### config.mk
export PLATFORM = sky130hd
export DESIGN_NAME = multi_timer_flat
export DESIGN_NICKNAME = d
export VERILOG_FILES = /design/src/rtl/multi_timer_if.sv /design/src/rtl/multi_timer.sv /design/src/flat_wrapper.sv
export SDC_FILE = /design/constraint.sdc
export NUM_CORES = 1
export LEC_CHECK = 0
export CAP_MARGIN = 20
export CORE_ASPECT_RATIO = 1.2
export CORE_MARGIN = 2
export CORE_UTILIZATION = 64
export DETAILED_ROUTE_END_ITERATION = 16
export PLACE_DENSITY = 0.83
export SYNTH_ARGS = -nofsm -noshare
export SYNTH_HDL_FRONTEND = slang
export SYNTH_SLANG_ARGS = --single-unit
### constraint.sdc
create_clock -name clk -period 7.9 [get_ports clk]
set_clock_uncertainty 0.1 [all_clocks]
set_input_delay 0.79 -clock clk [delete_from_list [all_inputs] [get_ports clk]]
set_output_delay 0.79 -clock clk [all_outputs]
set_load 0.005 [all_outputs]
### src/rtl/multi_timer_if.sv
`default_nettype none
// ============================================================================
//  Module      : multi_timer_if
//  Description : Peripheral bus bundle for multi_timer: register select,
//                write strobe and data, combinational read data and the
//                per-channel interrupt lines.
//  Revision    : 1.0  initial release
// ============================================================================
interface multi_timer_if #(
  parameter int NUM_CH = 2,
  parameter int DATA_W = 8
);
  localparam int ADDR_W = $clog2(NUM_CH + 1) + 2;

  logic [ADDR_W-1:0] addr;
  logic [DATA_W-1:0] wdata;
  logic              write;
  logic [DATA_W-1:0] rdata;
  logic [NUM_CH-1:0] timer_int;

  modport master (output addr, wdata, write, input rdata, timer_int);
  modport slave  (input addr, wdata, write, output rdata, timer_int);
endinterface
`default_nettype wire

### src/rtl/multi_timer.sv
`default_nettype none
// ============================================================================
//  Module      : multi_timer
//  Description : Multi-channel programmable timer. A shared free-running
//                divider feeds per-channel falling-edge tick detectors (or a
//                cascade from the previous channel's overflow). Overflow
//                reloads after RELOAD_DELAY enabled cycles and raises a
//                sticky pending flag; one-shot channels stop themselves.
//  Revision    : 1.0  initial release
// ============================================================================
module multi_timer #(
  parameter int NUM_CH       = 2,
  parameter int DATA_W       = 8,
  parameter int DIV_W        = 16,
  parameter int RELOAD_DELAY = 4
) (
  input  wire logic     clk,
  input  wire logic     reset,
  input  wire logic     cpu_en,
  input  wire logic     stop,
  multi_timer_if.slave  bus
);
  localparam int ADDR_W = $clog2(NUM_CH + 1) + 2;
  localparam int DLY_W  = $clog2(RELOAD_DELAY + 2);
  localparam int DIV_IW = $clog2(DIV_W);
  localparam logic [DLY_W-1:0] c_DLY = DLY_W'(RELOAD_DELAY);

  logic [DIV_W-1:0]  r_div;
  logic [DATA_W-1:0] r_count  [NUM_CH];
  logic [DATA_W-1:0] r_reload [NUM_CH];
  logic [2:0]        r_tap    [NUM_CH];
  logic [DLY_W-1:0]  r_dly    [NUM_CH];
  logic [NUM_CH-1:0] r_en, r_os, r_ie, r_pend, r_hist;

  logic              w_wr, w_wr_div, w_carry;
  logic [NUM_CH-1:0] w_wr_cnt, w_wr_rld, w_wr_ctl, w_wr_sts;
  logic [NUM_CH-1:0] w_lvl, w_tick, w_ovf, w_rld;
  logic [DATA_W-1:0] w_rdata;

  assign w_wr          = cpu_en & bus.write;
  assign bus.rdata     = w_rdata;
  assign bus.timer_int = r_pend & r_ie;

  // Write decode, tick detection and overflow; the cascade carry ripples
  // from channel 0 upward so a chained overflow lands in the same cycle.
  always_comb begin
    w_wr_div = w_wr & (bus.addr == '0);
    w_wr_cnt = '0;
    w_wr_rld = '0;
    w_wr_ctl = '0;
    w_wr_sts = '0;
    w_lvl    = '0;
    w_tick   = '0;
    w_ovf    = '0;
    w_rld    = '0;
    w_carry  = 1'b0;
    for (int c = 0; c < NUM_CH; c++) begin
      w_wr_cnt[c] = w_wr & (bus.addr == ADDR_W'(4 * c + 4));
      w_wr_rld[c] = w_wr & (bus.addr == ADDR_W'(4 * c + 5));
      w_wr_ctl[c] = w_wr & (bus.addr == ADDR_W'(4 * c + 6));
      w_wr_sts[c] = w_wr & (bus.addr == ADDR_W'(4 * c + 7));
      if (r_tap[c] == 3'd7) begin
        // channel 0 sees a zero carry, so its cascade tap never ticks
        w_tick[c] = r_en[c] & w_carry;
      end else begin
        w_lvl[c]  = r_en[c] & r_div[DIV_IW'({r_tap[c], 1'b1}) + DIV_IW'(2)];
        w_tick[c] = r_hist[c] & ~w_lvl[c];
      end
      w_ovf[c] = w_tick[c] & (&r_count[c]);
      w_carry  = w_ovf[c];
      // a COUNT write anywhere in the delay window cancels the reload
      if (RELOAD_DELAY == 0) begin
        w_rld[c] = w_ovf[c] & ~w_wr_cnt[c];
      end else begin
        w_rld[c] = (r_dly[c] == c_DLY) & ~w_wr_cnt[c];
      end
    end
  end

  // Combinational register read; unmapped addresses return zero.
  always_comb begin
    w_rdata = '0;
    if (bus.addr == '0) begin
      w_rdata = r_div[DIV_W-1 -: DATA_W];
    end
    for (int c = 0; c < NUM_CH; c++) begin
      if (bus.addr[ADDR_W-1:2] == (ADDR_W-2)'(c + 1)) begin
        case (bus.addr[1:0])
          2'd0:    w_rdata = r_count[c];
          2'd1:    w_rdata = r_reload[c];
          2'd2:    w_rdata = {{(DATA_W-6){1'b0}}, r_ie[c], r_os[c], r_en[c], r_tap[c]};
          default: w_rdata = {{(DATA_W-1){1'b0}}, r_pend[c]};
        endcase
      end
    end
  end

  // Divider and per-channel state; everything advances only on cpu_en.
  always_ff @(posedge clk) begin
    if (reset) begin
      r_div  <= '0;
      r_en   <= '0;
      r_os   <= '0;
      r_ie   <= '0;
      r_pend <= '0;
      r_hist <= '0;
      for (int c = 0; c < NUM_CH; c++) begin
        r_count[c]  <= '0;
        r_reload[c] <= '0;
        r_tap[c]    <= '0;
        r_dly[c]    <= '0;
      end
    end else if (cpu_en) begin
      if (stop || w_wr_div) begin
        r_div <= '0;
      end else begin
        r_div <= r_div + DIV_W'(1);
      end
      for (int c = 0; c < NUM_CH; c++) begin
        r_hist[c] <= w_lvl[c];

        if (w_wr_cnt[c]) begin
          r_count[c] <= bus.wdata;
        end else if (w_rld[c]) begin
          r_count[c] <= r_reload[c];
        end else if (w_tick[c]) begin
          r_count[c] <= r_count[c] + DATA_W'(1);
        end

        if (w_wr_rld[c]) begin
          r_reload[c] <= bus.wdata;
        end

        if (w_wr_ctl[c]) begin
          r_tap[c] <= bus.wdata[2:0];
          r_en[c]  <= bus.wdata[3];
          r_os[c]  <= bus.wdata[4];
          r_ie[c]  <= bus.wdata[5];
        end else if (w_ovf[c] && r_os[c]) begin
          r_en[c] <= 1'b0;
        end

        // setting wins over a simultaneous write-one-to-clear
        if (w_rld[c]) begin
          r_pend[c] <= 1'b1;
        end else if (w_wr_sts[c] && bus.wdata[0]) begin
          r_pend[c] <= 1'b0;
        end

        if (RELOAD_DELAY == 0 || w_wr_cnt[c]) begin
          r_dly[c] <= '0;
        end else if (w_ovf[c]) begin
          r_dly[c] <= DLY_W'(1);
        end else if (r_dly[c] == c_DLY) begin
          r_dly[c] <= '0;
        end else if (r_dly[c] != '0) begin
          r_dly[c] <= r_dly[c] + DLY_W'(1);
        end
      end
    end
  end
endmodule
`default_nettype wire

### src/flat_wrapper.sv
// flat-port wrapper written by rule: the top's interface ports become plain ports
module multi_timer_flat 
#(
  parameter int NUM_CH       = 2,
  parameter int DATA_W       = 8,
  parameter int DIV_W        = 16,
  parameter int RELOAD_DELAY = 4
)
  (clk, reset, cpu_en, stop, bus_addr, bus_wdata, bus_write, bus_rdata, bus_timer_int);
  multi_timer_if #(.NUM_CH(NUM_CH), .DATA_W(DATA_W)) bus_i ();
  input  wire logic clk;
  input  wire logic reset;
  input  wire logic cpu_en;
  input  wire logic stop;
  input wire logic [$bits(bus_i.addr)-1:0] bus_addr;
  input wire logic [$bits(bus_i.wdata)-1:0] bus_wdata;
  input wire logic [$bits(bus_i.write)-1:0] bus_write;
  output wire logic [$bits(bus_i.rdata)-1:0] bus_rdata;
  output wire logic [$bits(bus_i.timer_int)-1:0] bus_timer_int;
  assign bus_i.addr = bus_addr;
  assign bus_i.wdata = bus_wdata;
  assign bus_i.write = bus_write;
  assign bus_rdata = bus_i.rdata;
  assign bus_timer_int = bus_i.timer_int;
  multi_timer #(.NUM_CH(NUM_CH), .DATA_W(DATA_W), .DIV_W(DIV_W), .RELOAD_DELAY(RELOAD_DELAY)) u_core (.clk(clk), .reset(reset), .cpu_en(cpu_en), .stop(stop), .bus(bus_i));
endmodule
==> summary.txt, run 1 <==
Critical path
  – Crit path largest cell delay: about 0.99 ns
  – Critical path fanouts, max: 23
  – Data arrival, critical path: 3.40 ns
  – Critical path, cell by cell: clkdlybuf4s50_1 -> nor2b_1 -> nand2_1 -> o21ai_0 -> a22oi_1 -> o22ai_1 -> clkdlybuf4s50_1
  – CP max stage cell: clkdlybuf4s50_1
  – WP data required: 7.01 ns
  – CP most frequent cell: clkdlybuf4s50_1
  – CP top delay family: buffers and inverters
  – Critical path endpoint category: primary output
  – Worst setup path class: input pin to primary output
  – Worst Path Buf+Inv: 2
  – CP startpoint kind: input pin

GRT
  – Total GRT Usage: 31.1%
  – Largest net degree at the start of global routing: 27
  – Number of global-route vias before repair: ~3300
  – Antenna violations before repair: 0
  – First-pass GRT wire length: 16.8 mm
  – Overflow after GRT: 0

STA
  – Post-route clock period utilization: 54.3%
  – Final Hold Viols: 0
  – Final Critical Period: between 4 and 5 ns
  – Setup TNS: 0 ns
  – RSZ-0062 raised after global routing: no
  – Max-slew violations: 0
  – Relative slew slack: roughly 32%
  – Fmax: 233 MHz
  – Setup violators final: 0
  – Slew @ Worst Pin: 1.01 ns
  – Hold WS: 0.394 ns

Clock tree
  – CTS Hold Buffers Added: 0
  – Clk sinks: 70
  – Worst-Skew Late Latency: roughly 0.35 ns
  – TritonCTS Buffers: 9
  – Reg clk slew, reported paths: ~0.070 ns
  – CTS H-tree depth: 3
  – Clock Path Buffers: 2
  – Clock root cell: clkbuf_8
  – CTS resizes: 0
  – Post CTS Setup Buffer Count: 0
  – CTS tree: built

Routing
  – Pre-Repair DR Iteration Count: 6
  – Residual DRC: 0
  – Total number of vias: 3416
  – Routed WL per cell: 19.9 um
  – Routed WL: roughly 11 mm
  – Final ANT Viol Nets: 0
  – Met2 WL: 5.35 mm
  – Vias/cell: between 6 and 7
  – Top layer in use: met4
  – Metal-1 WL: ~4.2 mm
  – Initial drt markers: 259
  – Met3 WL post-DR: ~710 um

Finish
  – Fillers: 483
  – Share of cells above drive strength 1: between 10% and 20%
  – Synth-to-layout area growth: 12.8%
  – Fin area: 4690 sq um
  – Area taken by multi-input logic gates: 2160 sq um
  – Nets: 469
  – N_diodes: 0
  – Register Area: 1840 sq um

Synthesis
  – Mux contribution to synthesized area: 9.82%
  – Synth top area cells: edfxtp_1 (32%), dfxtp_1 (13%), mux2i_1 (6.0%)
  – Syn Inst Count: 418
  – Post-synthesis sequential area ratio: 44.3%
  – Distinct cells, synth: 54
  – Simple-gate portion of the synthesized area: 19.1%
  – Mapped Nets: ~450
  – Mapped Area: 4160 sq um
  – Area fraction in compound gates after synthesis: 14.2%
  – Post-synthesis area per instance: between 9 and 10 sq um
  – Post-synth top cells: nor2_1 (48), edfxtp_1 (44), nand2_1 (32)
  – Ys flop type: edfxtp_1
  – Synth async-reset ratio: 0%
  – Synth Area in Adders: 3.31%
  – Cell with the most instances after synthesis: nor2_1
  – Synth warn: 0
  – Synth Area in XOR/XNOR: 5.48%
  – Post-synth top area cell: edfxtp_1
  – Post-synth EDFFs: 44
  – Main combinational cell family by area after synthesis: simple AND/OR/NAND/NOR gates
  – Flip-flop and latch count after synthesis: 70
  – Top-area cell type share of the netlist area: 31.8%

Power
  – PD cells: 182 nW/um^2
  – P_leak: between 1.5 and 2 nW
  – Tot Pwr: 0.853 mW
  – Max VDD drop: 0.158 mV

Outcome
  – Status: completed

Floorplanning
  – Chip Width: between 70 and 80 um
  – Row Count: 32
  – Die Ht: 92.3 um
  – Core Region: 6370 sq um
  – Initial Util: 65.3%
  – Die area: 7160 sq um
  – Ports: 27

Place
  – Routability cong.: between 0.9 and 1
  – Post-DP HPWL: 7.98 mm
  – Post-DP Area: between 4000 and 5000 sq um
  – IO Port Bufs: 26

Min path
  – Worst hold-check path type: flop to flop

Job
  – Max-cap violations: 0
## report_power, final
| part | internal (mW) | total [mW] | switching [mW] |
|---|---|---|---|
| clock | 0.181 | 0.319 | 0.138 |
| combinational | 0.0463 | 0.108 | 0.0615 |
| sequential | 0.408 | 0.427 | 0.0189 |
## registers in the layout, indices dropped and copies added (netlist names)
| name | flops |
|---|---|
| u_core.r_ie | 2 |
| u_core.r_count | 16 |
| u_core.r_en | 2 |
| u_core.r_div | 16 |
| u_core.r_os | 2 |
| u_core.r_pend | 2 |
| u_core.r_reload | 16 |
| u_core.r_hist | 2 |
| u_core.r_tap | 6 |
| u_core.r_dly | 6 |
## metal layers
layer | vias to the layer above | global-route usage, %
met3 | 36 | 6.30
met4 | 0 | 13.5
met1 | 1634 | 38.1
met2 | 153 | 53.0
li1 | 1593 | -
met5 | - | 0
## cell type report
type                       instances  share of cell area (%)
multi-input combinational        310                    46.0
sequential                        70                    39.3
timing repair buffer              29                    6.03
clock buffer                      14                    3.90
tap                               85                    2.27
inverter                          21                    1.68
clock inverter                     2                   0.774
## cells in the final DEF (no fill, tap or decap), types with 8 or more instances in the layout
cell              n
edfxtp_1         44
xnor2_1           9
a21oi_1          16
dfxtp_1          26
o21ai_0          13
ha_1             11
xor2_1           17
inv_1            21
nor2b_1           8
mux2i_1          25
clkdlybuf4s50_1  26
clkbuf_8         13
nand3_1          12
nand2_1          32
nor2_1           48
o221ai_2          8
nor4_1           11
## path summary, 6_finish.rpt
kind                       from            endpoint  slack, ns  cells after the start
min            u_core.r_hist[1]    u_core.r_hist[1]       0.39                      2
max                 bus_addr[1]        bus_rdata[5]       3.61                      7
min reg2reg    u_core.r_hist[1]    u_core.r_hist[1]       0.39                      2
max reg2reg  u_core.r_tap[0][0]  u_core.r_dly[1][2]       4.53                      7
## metrics by stage
step | std cells | util, % | setup slack [ns]
floorplan | 418 | - | 4.75
global placement | 514 | 70.1 | 3.69
detailed placement | 514 | 70.1 | 3.63
CTS | 530 | 73.5 | 3.64
global route | 531 | 73.6 | 3.47
finish | 531 | 73.6 | 3.61
## cells by family after synthesis
kind of cell / count (synthesis)
buf+inv: 38
flops: 70
simple gates: 159
xor+xnor: 26
mux: 35
fa+ha+maj: 11
compound gates: 79
## worst register-to-register path, stage by stage (launching register included)
cell,delay (ns)
edfxtp_1,0.50
ha_1,0.42
mux4_2,0.56
nor2_2,0.16
o2111ai_2,0.24
o32a_1,0.31
nor3_1,0.48
o22a_1,0.30
Power figures use the tool's default switching activity.
==> run 2: changes to the inputs <==
Settings changed: CORE_UTILIZATION 64 to 54, PLACE_DENSITY 0.83 to 0.75.
Clock period 7.9 ns to 3.7 ns, I/O delays scaled along.
==> run 2 against run 1 <==
Flip-flop and latch count unchanged; routed wire length down 0.94%; largest power group unchanged; cell area up 1.6%; final cell count up 2.6%; worst setup slack worse by 3.2 ns; largest cell class unchanged; global-route usage down 5.2 points; non-clock buffer count up 7; sequential power up 110%; hold slack worse by 0.021 ns; first-iteration DRC count up 37%; sequential share of layout area down 0.61 points; critical endpoint is now u_core.r_dly[1][1]; clock power up 120%.
==> summary.txt, run 2 (synthesized netlist as in run 1, its figures left out) <==
GRT
  – Antenna violations before repair: 0 (unchanged)
  – First-pass GRT wire length: 16.8 mm (+0.29%)
  – Overflow after GRT: 0 (unchanged)
  – Total GRT Usage: 25.9% (-5.2 points)
  – Number of global-route vias before repair: 3261 (-1.6%)
  – Largest net degree at the start of global routing: 27 (unchanged)

Power
  – Clock share of power: 37.5% (about the same)
  – Register share of total power: 49.5% (-0.5 points)
  – Max VDD drop: 0.447 mV (+180%)
  – PD cells: 385 nW/um^2 (+110%)
  – Switching part of the total: 26.0% (+0.41 points)
  – Net switching power: 0.476 mW (+120%)
  – Combinational cell fraction of total power: 12.9% (+0.3 points)
  – Tot Pwr: 1.83 mW (+110%)
  – P_leak: 1.68 nW (+1.9%)
  – Internal power: 1.36 mW (+110%)

Routing
  – Residual DRC: 0 (unchanged)
  – Routed WL: 10.5 mm (-0.94%)
  – Initial drt markers: 354 (+37%)
  – Vias/cell: 6.29 (-2.2%)
  – Pre-Repair DR Iteration Count: 5 (-1)
  – Total number of vias: 3428 (+0.35%)
  – Routed WL per cell: 19.2 um (-3.5%)
  – Final ANT Viol Nets: 0 (unchanged)

Finish
  – Share of cells above drive strength 1: 11.5% (+1.4 points)
  – Fin area: 4760 sq um (+1.6%)
  – N_diodes: 0 (unchanged)
  – Fillers: 631 (+31%)
  – Commonest non-fill, non-tap cells in the layout: nor2_1 (48), edfxtp_1 (44), nand2_1 (32)
  – Register Area: 1840 sq um (unchanged)
  – Nets: 476 (+1.5%)
  – Final non-filler cell total: 545 (+2.6%)
  – Area taken by multi-input logic gates: 2160 sq um (unchanged)
  – Synth-to-layout area growth: 14.6%
  – Top flop regs: u_core.r_count (16), u_core.r_div (16), u_core.r_reload (16)
  – Most common cell after layout, fill and taps aside: nor2_1

Critical path
  – CP startpoint kind: flop
  – Critical path endpoint category: flop
  – Critical path fanouts, max: 5 (-78%)
  – Data arrival, critical path: 3.20 ns (-0.20 ns)
  – Worst setup path class: flop to flop
  – R2R depth: 7 (unchanged)
  – WP data required: 3.66 ns (-3.35 ns)

Floorplanning
  – Die area: 8420 sq um (+18%)
  – Die Ht: 100 um (+8.5%)
  – Core Region: 7580 sq um (+19%)
  – Row Count: 35 (+9.4%)
  – Initial Util: 54.8% (-10 points)
  – Ports: 27 (unchanged)
  – Chip Width: 84.1 um (+8.4%)

Place
  – Post-DP HPWL: 7.87 mm (-1.4%)
  – Post-DP Area: 4520 sq um (+1.4%)
  – Routability cong.: 0.938 (-0.84%)
  – Inst Count DP: 528 (+2.7%)
  – IO Port Bufs: 26 (unchanged)

Outcome
  – Status: completed

STA
  – Post-route clock period utilization: 87.6%
  – Fmax: 309 MHz
  – Setup TNS: 0 ns (unchanged)
  – Max-slew violations: 0 (unchanged)
  – Slew @ Worst Pin: 0.778 ns (-0.233 ns)
  – Setup violators final: 0 (unchanged)
  – RSZ-0062 raised after global routing: no
  – Final Hold Viols: 0 (unchanged)
  – Relative slew slack: 48.0% (+16 points)
  – Final Critical Period: 3.24 ns

Min path
  – WHS Path Cells: 2 (unchanged)
  – Worst hold-check path type: flop to flop

Clock tree
  – CTS resizes: 0 (unchanged)
  – Clock Path Buffers: 2 (unchanged)
  – Post CTS Setup Buffer Count: 0 (unchanged)
  – CTS H-tree depth: 3 (unchanged)
  – Worst-Skew Late Latency: 0.35 ns (about the same)
  – CTS tree: built
  – Clock root cell: clkbuf_8
  – Reg clk slew, reported paths: 0.08 ns (about the same)
  – TritonCTS Buffers: 9 (unchanged)
  – CTS Hold Buffers Added: 0 (unchanged)
  – Clk sinks: 70 (unchanged)

Job
  – Max-cap violations: 0 (unchanged)
[run 2: final cells by class]
type | count | share of cell area, %
clock buffers | 13 | 4.47
clock inverters | 3 | 0.394
inverters | 21 | 1.66
multi-input cells | 310 | 45.3
flip-flops and latches | 70 | 38.7
well taps | 92 | 2.42
repair buffers | 36 | 7.04
[run 2: power groups by stage]
stage | registers (mW) | logic [mW] | clock network (mW)
final | 0.908 | 0.237 | 0.687
after global routing | 0.913 | 0.259 | 0.728
after CTS | 0.907 | 0.234 | 0.697
after detailed placement | 0.924 | 0.232 | 0
after global placement | 0.923 | 0.227 | 0
after floorplan | 0.911 | 0.153 | 0
[run 2: worst paths after layout]
kind | slack (ns) | from | end
max | 0.46 | u_core.r_tap[0][0] | u_core.r_dly[1][1]
min | 0.37 | u_core.r_hist[1] | u_core.r_hist[1]
max reg2reg | 0.46 | u_core.r_tap[0][0] | u_core.r_dly[1][1]
min reg2reg | 0.37 | u_core.r_hist[1] | u_core.r_hist[1]
[run 2: critical path: stages, from the launching register on]
cell       delay (ns)
edfxtp_1         0.47
ha_1             0.39
mux4_2           0.53
nor2_2           0.16
o2111ai_2        0.24
o32a_1           0.29
nor3_1           0.48
o22a_1           0.30
[run 2: metal layers]
metal  track usage [%]  vias up  share of wire [%]
li1                  -     1606                  -
met2              44.5      143                 50
met5                 0        -                  0
met4              9.31        0                2.8
met3              5.35       30                5.9
met1              32.5     1649                 41
[run 2: through the flow]
stage          worst slack (ns)  hold slack [ns]  util (%)
2_1_floorplan             0.853            0.340         -
3_3_place_gp              0.396            0.350      59.7
3_5_place_dp              0.384            0.363      59.7
4_1_cts                   0.446            0.373      62.7
5_1_grt                   0.297            0.392      62.8
6_report                  0.460            0.374      62.8
